[src/rtl/semaforo_pkg.sv]
// Shared phase encoding and lamp colour constants for the semaforo_multi intersection controller.
package semaforo_pkg;

  typedef enum logic [1:0] {
    PH_GREEN  = 2'd0,
    PH_YELLOW = 2'd1,
    PH_ALLRED = 2'd2,
    PH_FLASH  = 2'd3
  } phase_t;

  localparam logic [2:0] C_GREEN  = 3'b001;
  localparam logic [2:0] C_YELLOW = 3'b010;
  localparam logic [2:0] C_RED    = 3'b100;
  localparam logic [2:0] C_DARK   = 3'b000;

  function automatic int unsigned max_of(input int unsigned a, input int unsigned b);
    return (a > b) ? a : b;
  endfunction

endpackage

[src/rtl/semaforo_rr_pick.sv]
// Combinational round-robin picker: nearest requesting approach after i_cur, else i_cur+1.
module semaforo_rr_pick
  import semaforo_pkg::*;
#(
  parameter  int unsigned N_WAY = 2,
  localparam int unsigned IDX_W = $clog2(N_WAY)
) (
  input  logic [N_WAY-1:0] i_req_q,
  input  logic [IDX_W-1:0] i_cur,
  output logic [IDX_W-1:0] o_next,
  output logic             o_any_other
);

  logic [2*N_WAY-1:0] w_dbl;
  logic [N_WAY-1:0]   w_rot;
  logic [IDX_W:0]     w_sum;
  logic               w_found;

  // Bit k of w_rot is the request of approach (i_cur + k) mod N_WAY.
  assign w_dbl       = {i_req_q, i_req_q};
  assign w_rot       = N_WAY'(w_dbl >> i_cur);
  assign o_any_other = |(w_rot >> 1);

  always_comb begin
    w_found = 1'b0;
    w_sum   = '0;
    o_next  = (i_cur == IDX_W'(N_WAY - 1)) ? '0 : i_cur + IDX_W'(1);
    for (int unsigned k = 1; k < N_WAY; k++) begin
      if (!w_found && w_rot[k]) begin
        w_found = 1'b1;
        w_sum   = {1'b0, i_cur} + (IDX_W + 1)'(k);
        o_next  = (w_sum >= (IDX_W + 1)'(N_WAY)) ? IDX_W'(w_sum - (IDX_W + 1)'(N_WAY))
                                                  : IDX_W'(w_sum);
      end
    end
  end

endmodule

[src/rtl/semaforo_multi.sv]
// N-approach traffic light controller with latched requests, round-robin service and all-red
// clearance. Optional night flashing mode is enabled by defining NIGHT_FLASH_EN.
module semaforo_multi
  import semaforo_pkg::*;
#(
  parameter  int unsigned N_WAY       = 2,
  parameter  int unsigned T_GREEN_MIN = 2,
  parameter  int unsigned T_GREEN_MAX = 8,
  parameter  int unsigned T_YELLOW    = 3,
  parameter  int unsigned T_ALLRED    = 2,
  parameter  int unsigned T_FLASH     = 4,
  localparam int unsigned IDX_W       = $clog2(N_WAY)
) (
  input  logic               clk,
  input  logic               rst,
  input  logic [N_WAY-1:0]   req,
`ifdef NIGHT_FLASH_EN
  input  logic               night,
`endif
  output logic [3*N_WAY-1:0] lights,
  output logic [1:0]         phase,
  output logic [IDX_W-1:0]   cur_way
);

  localparam int unsigned CNT_MAX = max_of(max_of(max_of(T_GREEN_MAX, T_YELLOW), T_ALLRED),
                                           2 * T_FLASH);
  localparam int unsigned CNT_W   = max_of($clog2(CNT_MAX), 1);

  localparam logic [CNT_W-1:0] CNT_GMIN  = CNT_W'(T_GREEN_MIN - 1);
  localparam logic [CNT_W-1:0] CNT_GMAX  = CNT_W'(T_GREEN_MAX - 1);
  localparam logic [CNT_W-1:0] CNT_YEL   = CNT_W'(T_YELLOW - 1);
  localparam logic [CNT_W-1:0] CNT_AR    = CNT_W'(T_ALLRED - 1);
`ifdef NIGHT_FLASH_EN
  localparam logic [CNT_W-1:0] CNT_FHALF = CNT_W'(T_FLASH);
  localparam logic [CNT_W-1:0] CNT_FEND  = CNT_W'(2 * T_FLASH - 1);
`endif

  localparam logic [3*N_WAY-1:0] L_RESET = {{(N_WAY - 1){C_RED}}, C_GREEN};

  phase_t             r_phase;
  logic [CNT_W-1:0]   r_cnt;
  logic [IDX_W-1:0]   r_cur_way;
  logic [N_WAY-1:0]   r_req_q;
  logic [3*N_WAY-1:0] r_lights;

  phase_t             w_phase_nxt;
  logic [CNT_W-1:0]   w_cnt_nxt;
  logic [IDX_W-1:0]   w_cur_nxt;
  logic [N_WAY-1:0]   w_req_q_nxt;
  logic [N_WAY-1:0]   w_set;
  logic [N_WAY-1:0]   w_clr;
  logic [3*N_WAY-1:0] w_lights_nxt;
  logic [IDX_W-1:0]   w_pick;
  logic               w_any_other;

  semaforo_rr_pick #(
    .N_WAY(N_WAY)
  ) u_pick (
    .i_req_q    (r_req_q),
    .i_cur      (r_cur_way),
    .o_next     (w_pick),
    .o_any_other(w_any_other)
  );

  always_ff @(posedge clk or posedge rst) begin
    if (rst) begin
      r_phase   <= PH_GREEN;
      r_cnt     <= '0;
      r_cur_way <= '0;
      r_req_q   <= '0;
      r_lights  <= L_RESET;
    end else begin
      r_phase   <= w_phase_nxt;
      r_cnt     <= w_cnt_nxt;
      r_cur_way <= w_cur_nxt;
      r_req_q   <= w_req_q_nxt;
      r_lights  <= w_lights_nxt;
    end
  end

  always_comb begin
    w_phase_nxt = r_phase;
    w_cnt_nxt   = r_cnt + CNT_W'(1);
    w_cur_nxt   = r_cur_way;
    case (r_phase)
      PH_GREEN: begin
        if ((r_cnt == CNT_GMAX) || ((r_cnt >= CNT_GMIN) && w_any_other)) begin
          w_phase_nxt = PH_YELLOW;
          w_cnt_nxt   = '0;
        end
      end
      PH_YELLOW: begin
        if (r_cnt == CNT_YEL) begin
          w_phase_nxt = PH_ALLRED;
          w_cnt_nxt   = '0;
        end
      end
      PH_ALLRED: begin
        if (r_cnt == CNT_AR) begin
          w_phase_nxt = PH_GREEN;
          w_cnt_nxt   = '0;
          w_cur_nxt   = w_pick;
        end
      end
`ifdef NIGHT_FLASH_EN
      PH_FLASH: begin
        if (!night) begin
          w_phase_nxt = PH_ALLRED;
          w_cnt_nxt   = '0;
        end else if (r_cnt == CNT_FEND) begin
          w_cnt_nxt   = '0;
        end
      end
`endif
      default: begin
        w_phase_nxt = PH_ALLRED;
        w_cnt_nxt   = '0;
      end
    endcase
`ifdef NIGHT_FLASH_EN
    // Night request preempts any phase; once flashing, the counter keeps its own cadence.
    if (night && (r_phase != PH_FLASH)) begin
      w_phase_nxt = PH_FLASH;
      w_cnt_nxt   = '0;
      w_cur_nxt   = r_cur_way;
    end
`endif
  end

  always_comb begin
    w_set = req;
    if (r_phase == PH_GREEN) w_set[r_cur_way] = 1'b0;
    w_clr = '0;
    if ((w_phase_nxt == PH_GREEN) && (r_phase != PH_GREEN)) w_clr[w_cur_nxt] = 1'b1;
    w_req_q_nxt = (r_req_q | w_set) & ~w_clr;
  end

  // Lamps are decoded from the next state so the registered lights line up with phase.
  always_comb begin
    w_lights_nxt = '0;
    for (int unsigned i = 0; i < N_WAY; i++) begin
      w_lights_nxt[3*i +: 3] = C_RED;
      if (w_cur_nxt == IDX_W'(i)) begin
        if (w_phase_nxt == PH_GREEN)       w_lights_nxt[3*i +: 3] = C_GREEN;
        else if (w_phase_nxt == PH_YELLOW) w_lights_nxt[3*i +: 3] = C_YELLOW;
      end
`ifdef NIGHT_FLASH_EN
      if (w_phase_nxt == PH_FLASH)
        w_lights_nxt[3*i +: 3] = (w_cnt_nxt < CNT_FHALF) ? C_YELLOW : C_DARK;
`endif
    end
  end

  assign lights  = r_lights;
  assign phase   = r_phase;
  assign cur_way = r_cur_way;

endmodule

[config.mk]
export PLATFORM = sky130hd
export DESIGN_NAME = semaforo_multi
export DESIGN_NICKNAME = d
export VERILOG_FILES = /design/src/rtl/semaforo_pkg.sv /design/src/rtl/semaforo_rr_pick.sv /design/src/rtl/semaforo_multi.sv
export SDC_FILE = /design/constraint.sdc
export NUM_CORES = 1
export LEC_CHECK = 0
export BUFFER_PORTS_ARGS = -buffer_cell sky130_fd_sc_hd__buf_2
export CAP_MARGIN = 20
export CORE_MARGIN = 4
export CORE_UTILIZATION = 40
export DETAILED_ROUTE_END_ITERATION = 7
export SLEW_MARGIN = 20
export SYNTH_ARGS = -nofsm -noshare
export SYNTH_HDL_FRONTEND = slang
export SYNTH_SLANG_ARGS = --single-unit
[constraint.sdc]
create_clock -name clk -period 3.53 [get_ports clk]
set_input_delay 0 -clock clk [delete_from_list [all_inputs] [get_ports clk]]
set_output_delay 0 -clock clk [all_outputs]
set_load 0.03 [all_outputs]
==> results.json <==
{
  "gp_congestion": 0.785,
  "synth_top_family_by_area": "simple AND/OR/NAND/NOR gates",
  "fp.coreArea_sq_um": 1560,
  "syn_avg_cell_area_sq_um": 10.4,
  "port_buffers": 12,
  "clk_latency_ns": 0.28,
  "ios": 13,
  "placed_cell_area_sq_um": 748,
  "ys_warn_count": 0,
  "final_antenna_net_count": 0,
  "finalSetupViolations": 0,
  "place_hpwl_um": 898,
  "worstSetupPathType": "register to register",
  "grt_max_degree": 15,
  "setup_tns_ns": 0,
  "cts_tree": "yes",
  "grt_pass1_wl_um": 2090,
  "slew_headroom_pct": 65.6,
  "drtPass1Iterations": 4,
  "drt_iter0_drc": 9,
  "dp_slack_ns": 1.94,
  "worstMarginPinSlew_ns": 0.516,
  "setup_slack_ns": 1.93,
  "die_area_sq_um": 2430,
  "clk_pin_slew_worst_paths_ns": 0.08,
  "yosys_most_used_dff": "dfrtp_1",
  "cp-end-kind": "register",
  "synth_edf_count": 0,
  "antenna-diode-count": 0,
  "via_per_inst": 5.03,
  "cts_buffers": 3,
  "min_period_ns": 1.60,
  "critPathRequiredTime_ns": 3.69,
  "chipHeight_um": 49.3,
  "critPathArrivalTime_ns": 1.76,
  "grt_pass1_vias": 481,
  "cts-htree-levels": 1,
  "fin_crit_sh_pct": 45.3,
  "grt_usage_pct": 11.3,
  "finalHoldViolCount": 0,
  "synth_compound_area_share_pct": 15.8,
  "fin_area_sq_um": 815,
  "syn_inst": 66,
  "power.density_nw_per_um2": 938,
  "place_inst": 92,
  "yosysTopAreaCell": "dfrtp_1",
  "whs_ns": 0.284,
  "synthAdderAreaFrac_pct": 7.33,
  "rsz0062_at_grt": "false",
  "rows": 14,
  "synth_top_area_share_pct": 44.0,
  "fin_nets": 92,
  "status": "finished, final reports clean",
  "clkSinkCount": 14,
  "gr-total-overflow": 0,
  "finalClockSkew_ns": 0.00407,
  "ys_ff_latch": 14,
  "synth_xor_area_share_pct": 1.28,
  "leakagePower_nw": 0.384,
  "antenna_found_initial": 0,
  "cts_root_buffer": "clkbuf_4",
  "synth_nets": 74,
  "netlist_top_cells_area": "dfrtp_1, dfstp_2, ha_1",
  "hp-class": "input port to async pin",
  "yosys.area_share.simple_pct": 17.0,
  "yosysSeqAreaShare_pct": 51.6,
  "start_util_pct": 43.8,
  "drc": 0,
  "detail_route.wl_per_cell_um": 12.5,
  "drive_gt1_share_pct": 24.1,
  "ir_worst_vdd_uv": 495,
  "synthMuxAreaShare_pct": 1.47,
  "start_kind": "register",
  "vias": 498,
  "area_delta_synth_final_pct": 19.2,
  "syn_area_sq_um": 683,
  "maxSlewViolCount": 0,
  "ys_types": 22,
  "max_freq_mhz": 625,
  "instances_no_fill": 99,
  "cp_max_fo": 5,
  "cap_violations": 0,
  "wl_um": 1240,
  "die_w_um": 49.3,
  "clk_path_buf_depth": 2,
  "async_flop_share_pct": 100
}
cell usage after synthesis (3+ instances only):
cell type / number
dfrtp_1: 12
ha_1: 4
a21oi_1: 4
o22a_1: 3
inv_1: 6
nand2b_1: 3
nor2_1: 12
cells by family (layout without fill, tap and decap cells):
| group | after synthesis | count (layout) |
|---|---|---|
| fa+ha+maj | 4 | 4 |
| flops | 14 | 14 |
| mux | 1 | 1 |
| buf+inv | 8 | 25 |
| compound gates | 15 | 15 |
| simple gates | 23 | 23 |
| xor+xnor | 1 | 1 |
critical path, cell delays in order, from the launching register on:
cell and delay [ns]:
dfrtp_1 0.43, inv_1 0.07, ha_1 0.18, nor2b_1 0.32, a211oi_1 0.13, a21oi_1 0.27
nor2_1 0.07
worst paths after layout:
| check | start | to | slack, ns | depth (start not counted) |
|---|---|---|---|---|
| worst max-delay path | r_cnt[0] | lights[4] | 1.93 | 6 |
| worst min-delay path | rst | cur_way | 0.28 | 3 |
| worst max register to register | r_cnt[0] | lights[4] | 1.93 | 6 |
| worst min register to register | r_cnt[0] | r_cnt[0] | 0.53 | 1 |
| max in group asynchronous | rst | lights[5] | 2.88 | 3 |
| min in group clk | req[1] | r_req_q[1] | 0.47 | 3 |
power breakdown:
part	internal, mW	switching [mW]	total, mW
sequential	0.226	0.0694	0.295
combinational	0.132	0.222	0.354
clock	0.0628	0.0513	0.114
per-layer routing:
| metal | up-vias | global-route usage [%] | wire length, um |
|---|---|---|---|
| met3 | 4 | 4.59 | 53 |
| met1 | 225 | 14.1 | 611 |
| li1 | 259 | - | - |
| met5 | - | 0 | 0 |
| met2 | 10 | 17.2 | 547 |
| met4 | 0 | 4.27 | 23 |
repair_timing:
action,in CTS,in global routing
hold buffers,3,0
setup buffers,0,0
gates resized for setup,0,0
hold endpoints to repair,14,0
per-stage QoR:
stage          utilization (%)  power [mW]
3_5_place_dp              48.0       0.654
4_1_cts                   52.2       0.774
5_1_grt                   52.2       0.829
3_3_place_gp              48.0       0.652
2_1_floorplan                -       0.572
6_report                  52.2       0.764
placed cells by master (no fill, tap or decap):
cell / count
o21ai_2: 1
nor4_2: 1
dfrtp_1: 12
xnor2_1: 1
clkbuf_8: 1
dfstp_2: 2
nor2_1: 12
o21a_1: 2
a211oi_1: 2
clkbuf_4: 3
inv_1: 6
a21oi_1: 4
nand2_1: 1
a221o_1: 1
buf_2: 12
o22ai_1: 2
nand2b_1: 3
nor3_1: 2
ha_1: 4
or3_1: 1
nand3b_1: 1
dlygate4sd3_1: 3
o22a_1: 3
nor2b_1: 2
mux2i_1: 1
cell type report:
cell class / count / area [sq um]
fillers: 141 / 744
flip-flops and latches: 14 / 353
multi-input cells: 44 / 293
repair buffers: 15 / 90.1
clock buffers: 4 / 36.3
inverters: 6 / 22.5
well taps: 16 / 20.0
flip-flops by register name, summed over array words and instances, names as in the netlist:
register and flops:
r_req_q 2, r_cnt 3, phase 2, lights 6
cur_way 1
No activity file was read; power rests on OpenSTA's default activity.
